`config.mk`:
```
export PLATFORM = sky130hd
export DESIGN_NAME = program_counter_ras_flat
export DESIGN_NICKNAME = d
export VERILOG_FILES = /design/src/rtl/program_counter_ras_pkg.sv /design/src/rtl/program_counter_ras_if.sv /design/src/rtl/program_counter_ras_pc_ras.sv /design/src/rtl/program_counter_ras.sv /design/src/flat_wrapper.sv
export SDC_FILE = /design/constraint.sdc
export NUM_CORES = 1
export LEC_CHECK = 0
export CAP_MARGIN = 30
export CORE_ASPECT_RATIO = 0.75
export CORE_MARGIN = 2
export CORE_UTILIZATION = 31
export DETAILED_ROUTE_END_ITERATION = 8
export PLACE_DENSITY = 0.5
export SETUP_SLACK_MARGIN = 0.5
export SYNTH_ARGS = -nofsm -noshare
export SYNTH_HDL_FRONTEND = slang
export SYNTH_SLANG_ARGS = --single-unit
export TNS_END_PERCENT = 30
```
`constraint.sdc`:
```
create_clock -name clk -period 6.2 [get_ports clk]
set_clock_uncertainty 0.2 [all_clocks]
set_input_delay 1.24 -clock clk [delete_from_list [all_inputs] [get_ports clk]]
set_output_delay 1.24 -clock clk [all_outputs]
set_load 0.01 [all_outputs]
```
`src/rtl/program_counter_ras_pkg.sv`:
```
// Package for the fetch-stage program counter with return-address stack.
// Contents:
//   pc_op_e           3-bit operation code sampled by the PC every clock
//   PC_*_DEF          default address width, page-offset width, RAS depth
//   pc_cond_taken()   condition decode shared by the JxZR / BxZR operations
package program_counter_ras_pkg;

  typedef enum logic [2:0] {
    PC_NOP  = 3'd0,
    PC_JIZR = 3'd1,
    PC_JNZR = 3'd2,
    PC_BIZR = 3'd3,
    PC_BNZR = 3'd4,
    PC_CALL = 3'd5,
    PC_RET  = 3'd6,
    PC_LJ   = 3'd7
  } pc_op_e;

  localparam int PC_AW_DEF        = 10;
  localparam int PC_OW_DEF        = 8;
  localparam int PC_RAS_DEPTH_DEF = 4;

  // "If zero" variants take the branch when zero is set, "if not zero"
  // variants when it is clear. Only meaningful for the four conditional ops.
  function automatic logic pc_cond_taken(input pc_op_e op, input logic zero);
    logic taken;
    if (op == PC_JIZR || op == PC_BIZR) taken = zero;
    else                                taken = ~zero;
    return taken;
  endfunction

endpackage

```
`src/rtl/program_counter_ras_if.sv`:
```
// Bundle of control inputs and status outputs of program_counter_ras.
// Optional macro: PC_STALL_EN adds the stall signal.
// Signals:
//   start, start_address  synchronous load of the program entry point
//   op, zero              operation code and zero flag of the tested register
//   res                   absolute target for JIZR/JNZR
//   rz                    in-page offset for BIZR/BNZR/LJ
//   lj_page               page for LJ
//   subroutine            CALL target
//   stall                 hold all state (PC_STALL_EN only)
//   rp                    current instruction address
//   ras_depth             number of valid return-stack entries
//   ras_err               sticky return-stack overflow/underflow flag
// Modports: master drives the controls (CPU / bench), slave is the PC.
interface program_counter_ras_if
  import program_counter_ras_pkg::*;
#(
  parameter int AW        = PC_AW_DEF,
  parameter int OW        = PC_OW_DEF,
  parameter int RAS_DEPTH = PC_RAS_DEPTH_DEF
);
  localparam int PW = AW - OW;
  localparam int DW = $clog2(RAS_DEPTH + 1);

  logic          start;
  logic [AW-1:0] start_address;
  logic [2:0]    op;
  logic          zero;
  logic [AW-1:0] res;
  logic [OW-1:0] rz;
  logic [PW-1:0] lj_page;
  logic [AW-1:0] subroutine;
`ifdef PC_STALL_EN
  logic          stall;
`endif
  logic [AW-1:0] rp;
  logic [DW-1:0] ras_depth;
  logic          ras_err;

`ifdef PC_STALL_EN
  modport master (
    output start, start_address, op, zero, res, rz, lj_page, subroutine, stall,
    input  rp, ras_depth, ras_err
  );
  modport slave (
    input  start, start_address, op, zero, res, rz, lj_page, subroutine, stall,
    output rp, ras_depth, ras_err
  );
`else
  modport master (
    output start, start_address, op, zero, res, rz, lj_page, subroutine,
    input  rp, ras_depth, ras_err
  );
  modport slave (
    input  start, start_address, op, zero, res, rz, lj_page, subroutine,
    output rp, ras_depth, ras_err
  );
`endif

endinterface

```
`src/rtl/program_counter_ras_pc_ras.sv`:
```
// pc_ras: return-address LIFO of RAS_DEPTH entries x AW bits plus a depth count.
// Ports:
//   clk, reset   clock, asynchronous active-high reset (clears depth only)
//   clear        synchronous depth clear (program restart)
//   push, pop    push_data onto / drop the top entry; ignored when full / empty
//   push_data    address to store
//   top          most recently pushed entry (valid when !empty)
//   depth        valid entry count, full / empty status
// The storage itself is never reset: entries above depth are don't-care.
module pc_ras
  import program_counter_ras_pkg::*;
#(
  parameter int AW        = PC_AW_DEF,
  parameter int RAS_DEPTH = PC_RAS_DEPTH_DEF,
  localparam int DW       = $clog2(RAS_DEPTH + 1)
) (
  input  logic          clk,
  input  logic          reset,
  input  logic          clear,
  input  logic          push,
  input  logic          pop,
  input  logic [AW-1:0] push_data,
  output logic [AW-1:0] top,
  output logic [DW-1:0] depth,
  output logic          full,
  output logic          empty
);
  localparam int IW = (RAS_DEPTH > 1) ? $clog2(RAS_DEPTH) : 1;

  logic [AW-1:0] stack_mem [RAS_DEPTH];
  logic [DW-1:0] depth_reg;
  logic [DW-1:0] depth_m1;
  logic [IW-1:0] wr_idx;
  logic [IW-1:0] top_idx;

  assign full     = (depth_reg == DW'(RAS_DEPTH));
  assign empty    = (depth_reg == '0);
  assign depth_m1 = depth_reg - DW'(1);
  // Entry i lives at index i, so the next free slot is the current depth.
  assign wr_idx   = depth_reg[IW-1:0];
  assign top_idx  = depth_m1[IW-1:0];
  assign top      = stack_mem[top_idx];
  assign depth    = depth_reg;

  always_ff @(posedge clk) begin
    if (push && !full) stack_mem[wr_idx] <= push_data;
  end

  always_ff @(posedge clk or posedge reset) begin
    if (reset) begin
      depth_reg <= '0;
    end else if (clear) begin
      depth_reg <= '0;
    end else if (push && !full) begin
      depth_reg <= depth_reg + DW'(1);
    end else if (pop && !empty) begin
      depth_reg <= depth_m1;
    end
  end

endmodule

```
`src/rtl/program_counter_ras.sv`:
```
// program_counter_ras: next-address logic and PC register of the 9-bit CPU
// fetch stage, with an internal return-address stack for CALL/RET.
// Optional macro: PC_STALL_EN adds a stall input that freezes all state.
// Ports:
//   clk    rising-edge clock
//   reset  asynchronous active-high reset: rp=0, empty stack, ras_err=0
//   bus    program_counter_ras_if.slave: start/op/operand inputs, rp,
//          ras_depth and ras_err outputs
// Priority per edge: start > stall > op. rp is a single registered stage.
module program_counter_ras
  import program_counter_ras_pkg::*;
#(
  parameter int AW        = PC_AW_DEF,
  parameter int OW        = PC_OW_DEF,
  parameter int RAS_DEPTH = PC_RAS_DEPTH_DEF
) (
  input  logic                 clk,
  input  logic                 reset,
  program_counter_ras_if.slave bus
);
  localparam int DW = $clog2(RAS_DEPTH + 1);

  logic [AW-1:0] rp_reg;
  logic [AW-1:0] rp_next;
  logic [AW-1:0] rp_inc;
  logic          ras_err_reg;
  logic          err_set;
  logic          do_push;
  logic          do_pop;
  logic          hold;
  logic          advance;
  pc_op_e        op_e;

  logic [AW-1:0] ras_top;
  logic [DW-1:0] ras_depth;
  logic          ras_full;
  logic          ras_empty;

`ifdef PC_STALL_EN
  assign hold = bus.stall;
`else
  assign hold = 1'b0;
`endif

  // Stack updates only happen on cycles where the op is actually executed.
  assign advance = !bus.start && !hold;
  assign op_e    = pc_op_e'(bus.op);
  assign rp_inc  = rp_reg + AW'(1);

  always_comb begin
    rp_next = rp_inc;
    do_push = 1'b0;
    do_pop  = 1'b0;
    err_set = 1'b0;
    case (op_e)
      PC_JIZR, PC_JNZR: begin
        if (pc_cond_taken(op_e, bus.zero)) rp_next = bus.res;
      end
      PC_BIZR, PC_BNZR: begin
        if (pc_cond_taken(op_e, bus.zero)) rp_next = {rp_reg[AW-1:OW], bus.rz};
      end
      PC_LJ: begin
        rp_next = {bus.lj_page, bus.rz};
      end
      PC_CALL: begin
        // The jump is taken even when the stack is full; only the push is lost.
        rp_next = bus.subroutine;
        do_push = 1'b1;
        err_set = ras_full;
      end
      PC_RET: begin
        if (!ras_empty) begin
          rp_next = ras_top;
          do_pop  = 1'b1;
        end else begin
          err_set = 1'b1;
        end
      end
      default: rp_next = rp_inc;
    endcase
  end

  pc_ras #(
    .AW        (AW),
    .RAS_DEPTH (RAS_DEPTH)
  ) u_ras (
    .clk       (clk),
    .reset     (reset),
    .clear     (bus.start),
    .push      (do_push && advance),
    .pop       (do_pop && advance),
    .push_data (rp_inc),
    .top       (ras_top),
    .depth     (ras_depth),
    .full      (ras_full),
    .empty     (ras_empty)
  );

  always_ff @(posedge clk or posedge reset) begin
    if (reset) begin
      rp_reg      <= '0;
      ras_err_reg <= 1'b0;
    end else if (bus.start) begin
      rp_reg      <= bus.start_address;
      ras_err_reg <= 1'b0;
    end else if (!hold) begin
      rp_reg      <= rp_next;
      ras_err_reg <= ras_err_reg | err_set;
    end
  end

  assign bus.rp        = rp_reg;
  assign bus.ras_depth = ras_depth;
  assign bus.ras_err   = ras_err_reg;

endmodule

```
`src/flat_wrapper.sv`:
```
// flat-port wrapper written by rule: the top's interface ports become plain ports
module program_counter_ras_flat import program_counter_ras_pkg::*;
#(
  parameter int AW        = PC_AW_DEF,
  parameter int OW        = PC_OW_DEF,
  parameter int RAS_DEPTH = PC_RAS_DEPTH_DEF
)
  (clk, reset, bus_start, bus_start_address, bus_op, bus_zero, bus_res, bus_rz, bus_lj_page, bus_subroutine, bus_rp, bus_ras_depth, bus_ras_err);
  program_counter_ras_if #(.AW(AW), .OW(OW), .RAS_DEPTH(RAS_DEPTH)) bus_i ();
  input  logic clk;
  input  logic reset;
  input wire logic [$bits(bus_i.start)-1:0] bus_start;
  input wire logic [$bits(bus_i.start_address)-1:0] bus_start_address;
  input wire logic [$bits(bus_i.op)-1:0] bus_op;
  input wire logic [$bits(bus_i.zero)-1:0] bus_zero;
  input wire logic [$bits(bus_i.res)-1:0] bus_res;
  input wire logic [$bits(bus_i.rz)-1:0] bus_rz;
  input wire logic [$bits(bus_i.lj_page)-1:0] bus_lj_page;
  input wire logic [$bits(bus_i.subroutine)-1:0] bus_subroutine;
  output wire logic [$bits(bus_i.rp)-1:0] bus_rp;
  output wire logic [$bits(bus_i.ras_depth)-1:0] bus_ras_depth;
  output wire logic [$bits(bus_i.ras_err)-1:0] bus_ras_err;
  assign bus_i.start = bus_start;
  assign bus_i.start_address = bus_start_address;
  assign bus_i.op = bus_op;
  assign bus_i.zero = bus_zero;
  assign bus_i.res = bus_res;
  assign bus_i.rz = bus_rz;
  assign bus_i.lj_page = bus_lj_page;
  assign bus_i.subroutine = bus_subroutine;
  assign bus_rp = bus_i.rp;
  assign bus_ras_depth = bus_i.ras_depth;
  assign bus_ras_err = bus_i.ras_err;
  program_counter_ras #(.AW(AW), .OW(OW), .RAS_DEPTH(RAS_DEPTH)) u_core (.clk(clk), .reset(reset), .bus(bus_i));
endmodule
```
==> metrics.cfg <==
[routing]
drt-pass1-iter-count=6
antenna_left=0
remaining_drc_errors=0
wl_um=7536
vias=2032
avgRoutedWirePerCell_um=18.75
viasPerCell=5.055
drt_iter0_markers=228

[clock_network]
clk_path_buf_depth=2
cts-resized-gates=0
hold_buffers=0
clkSinkCount=54
root_buffer=clkbuf_16
cts-buffers-inserted=5
clkLatencyLatePin_ns=0.29
postCtsSetupBuffers=0
h-tree-depth=2
clk_pin_slew_ns=0.07
cts_tree=yes

[power_and_ir_drop]
switching_share_pct=30.63
total_power_mw=1.033
internal-power_mw=0.7167
powerDensity_nw_per_um2=277.7
p_sw_mw=0.3165
seqPwrFrac_pct=43.4
p_clk_share_pct=27.6
irDropWorstVdd_mv=0.1310
p_leak_nw=1.247
power_frac_comb_pct=29.0

[yosys]
avgSynthCellArea_um2=13.35
synth_top_area_share_pct=41.45
synthTopCellsByArea=edfxtp_1 (41%), dfrtp_1 (12%), mux4_2 (7.8%), a221oi_2 (4.1%), ha_1 (2.6%)
yosys.area.top_type=edfxtp_1
synth_edf_count=40
synth-main-ff-cell=edfxtp_1
seq_area_frac_synth_pct=53.54
yosysWarningCount=0
ys_types=49
synth.cell_area_um2=2898
async_flop_share_pct=25.93
synth_nets=270
synth_cells=217
ys_seq_elements=54

[min_path]
min_from=u_core.bus.ras_err$_DFF_PP0_
min_path_type=reg -> reg
holdPathEnd=u_core.bus.ras_err$_DFF_PP0_
holdPathStages=2

[timing]
finalHoldViolCount=0
slew_headroom_pct=52.16
slew_viol_final=0
setup_viol=0
setup-tns-final_ns=0
period_needed_ns=3.837
rsz0062_at_grt=no
max_clock_freq_mhz=260.6
setup_ws_ns=2.363
fin_crit_sh_pct=61.89
worst_pin_slew_ns=0.7176

[critical_path]
crit_slowest_cell=clkdlybuf4s50_1
endpoint_kind=register
path_max_fanout=12
crit_path_max_incr_delay_ns=0.82
reg2reg_slack_ns=3.28
worstReg2RegEnd=u_core.bus.rp[0]$_DFF_PP0_
worstReg2RegStart=u_core.u_ras.depth[0]$_DFFE_PP0P_
timing.critical_path.arrival_ns=3.57
start_kind=input port
crit_start=bus_op[2]
crit_family=simple AND/OR/NAND/NOR gates
critPathBufInv=1
criticalPathCategory=in -> reg
worst_r2r_path_depth=5
worst_ep_required_time_ns=5.94
crit_chain=clkdlybuf4s50_1, and3b_1, nand2_1, nor2_1, and2_1

[cells_and_area]
final_cell_mix=clkdlybuf4s50_1 (60), edfxtp_1 (40), nand2_1 (14), dfrtp_1 (14), nor2_1 (12)
largest_reg_flops=40
fillCellCount=888
area_delta_synth_final_pct=28.41
final_core_utilization_pct=40.96
mostFrequentLayoutCell=clkdlybuf4s50_1
layout-drive-gt1-share_pct=12.04
num-nets-final=326
insertedDiodeCount=0

[place]
io_buffers=60
dp_slack_ns=2.042
dp_hpwl_um=5536
gp_congestion=0.7513

[floorplanning]
die-area_um2=10150
die_x_um=115.6
fp.dieH_um=87.73
fp-row-count=30
core_area_um2=9084
ios=61
start_util_pct=31.90

[outcome]
status=complete, no violations

[global_routing]
antenna_found_initial=0
grt_start_max_net_pins=18
overflow=0
grt_pass1_wl_um=11480
grt_pass1_vias=1953
grtUsageTotal_pct=15.04

[flow_run]
max-cap-violations=0

-- logic make-up after synthesis --
group | count (synthesis) | share of synthesized area [%]
fa+ha+maj | 6 | 2.591
xor+xnor | 5 | 1.511
simple gates | 60 | 11.10
buf+inv | 20 | 4.015
mux | 12 | 8.463
flops | 54 | 53.54
compound gates | 60 | 18.78
-- area by class of cell --
| cell class | instances | area, um^2 | area share [%] |
|---|---|---|---|
| multi-input cells | 143 | 1230 | 33.05 |
| flip-flops and latches | 54 | 1551 | 41.69 |
| clock buffers | 5 | 125.1 | 3.362 |
| well taps | 128 | 160.2 | 4.304 |
| inverters | 9 | 33.78 | 0.9079 |
| clock inverters | 3 | 20.02 | 0.5380 |
| repair buffers | 60 | 600.6 | 16.14 |
-- per-layer routing --
layer	routed length (um)	GRT usage, %	vias up
met5	0	0	-
met4	32	2.273	0
met3	441	2.976	5
met2	3038	20.57	67
met1	4024	24.67	983
li1	-	-	977
-- worst max path at each step --
stage | endpoint | slack [ns] | depth (start not counted)
floorplan | u_core.u_ras.stack_mem[0][0]$_DFFE_PP_ | 3.32 | 6
global placement | u_core.u_ras.stack_mem[1][3]$_DFFE_PP_ | 2.08 | 5
detailed placement | u_core.u_ras.stack_mem[0][4]$_DFFE_PP_ | 2.04 | 5
CTS | u_core.u_ras.stack_mem[0][7]$_DFFE_PP_ | 2.35 | 5
global route | u_core.u_ras.stack_mem[0][7]$_DFFE_PP_ | 2.14 | 5
finish | u_core.u_ras.stack_mem[0][7]$_DFFE_PP_ | 2.36 | 5
-- synth_stat cells, drive strengths merged (2+ instances only) --
library cell and n:
nand2 14, and3b 2, o211ai 6, mux4 10
buf 8, mux2i 2, edfxtp 40, clkbuf 3
nand3 9, xnor2 4, o21ai 12, dfrtp 14
nor2 12, a21oi 5, o221ai 6, a41oi 8
ha 6, and2 5, a22oi 4, o21a 3
a221oi 8, nor3 5, inv 9, or2 4
-- worst min-delay path: stages, from the launching register on --
cell and delay, ns:
dfrtp_1 0.36, a31oi_1 0.04, nor2_1 0.07
-- power groups by stage --
stage | sequential, mW | clock, mW | combinational, mW
final | 0.448 | 0.285 | 0.300
after global routing | 0.452 | 0.304 | 0.327
after CTS | 0.449 | 0.290 | 0.302
after detailed placement | 0.457 | 0 | 0.299
after global placement | 0.457 | 0 | 0.304
after floorplan | 0.453 | 0 | 0.186
-- stage by stage --
step | area, um^2 | instances | hold WS (ns)
after floorplan | 2898 | 217 | 0.3288
final | 3721 | 402 | 0.3077
after global placement | 3576 | 394 | 0.2898
after detailed placement | 3576 | 394 | 0.2895
after global routing | 3721 | 402 | 0.3424
after CTS | 3721 | 402 | 0.3116
Note: power is estimated with default switching activity, not from simulation.
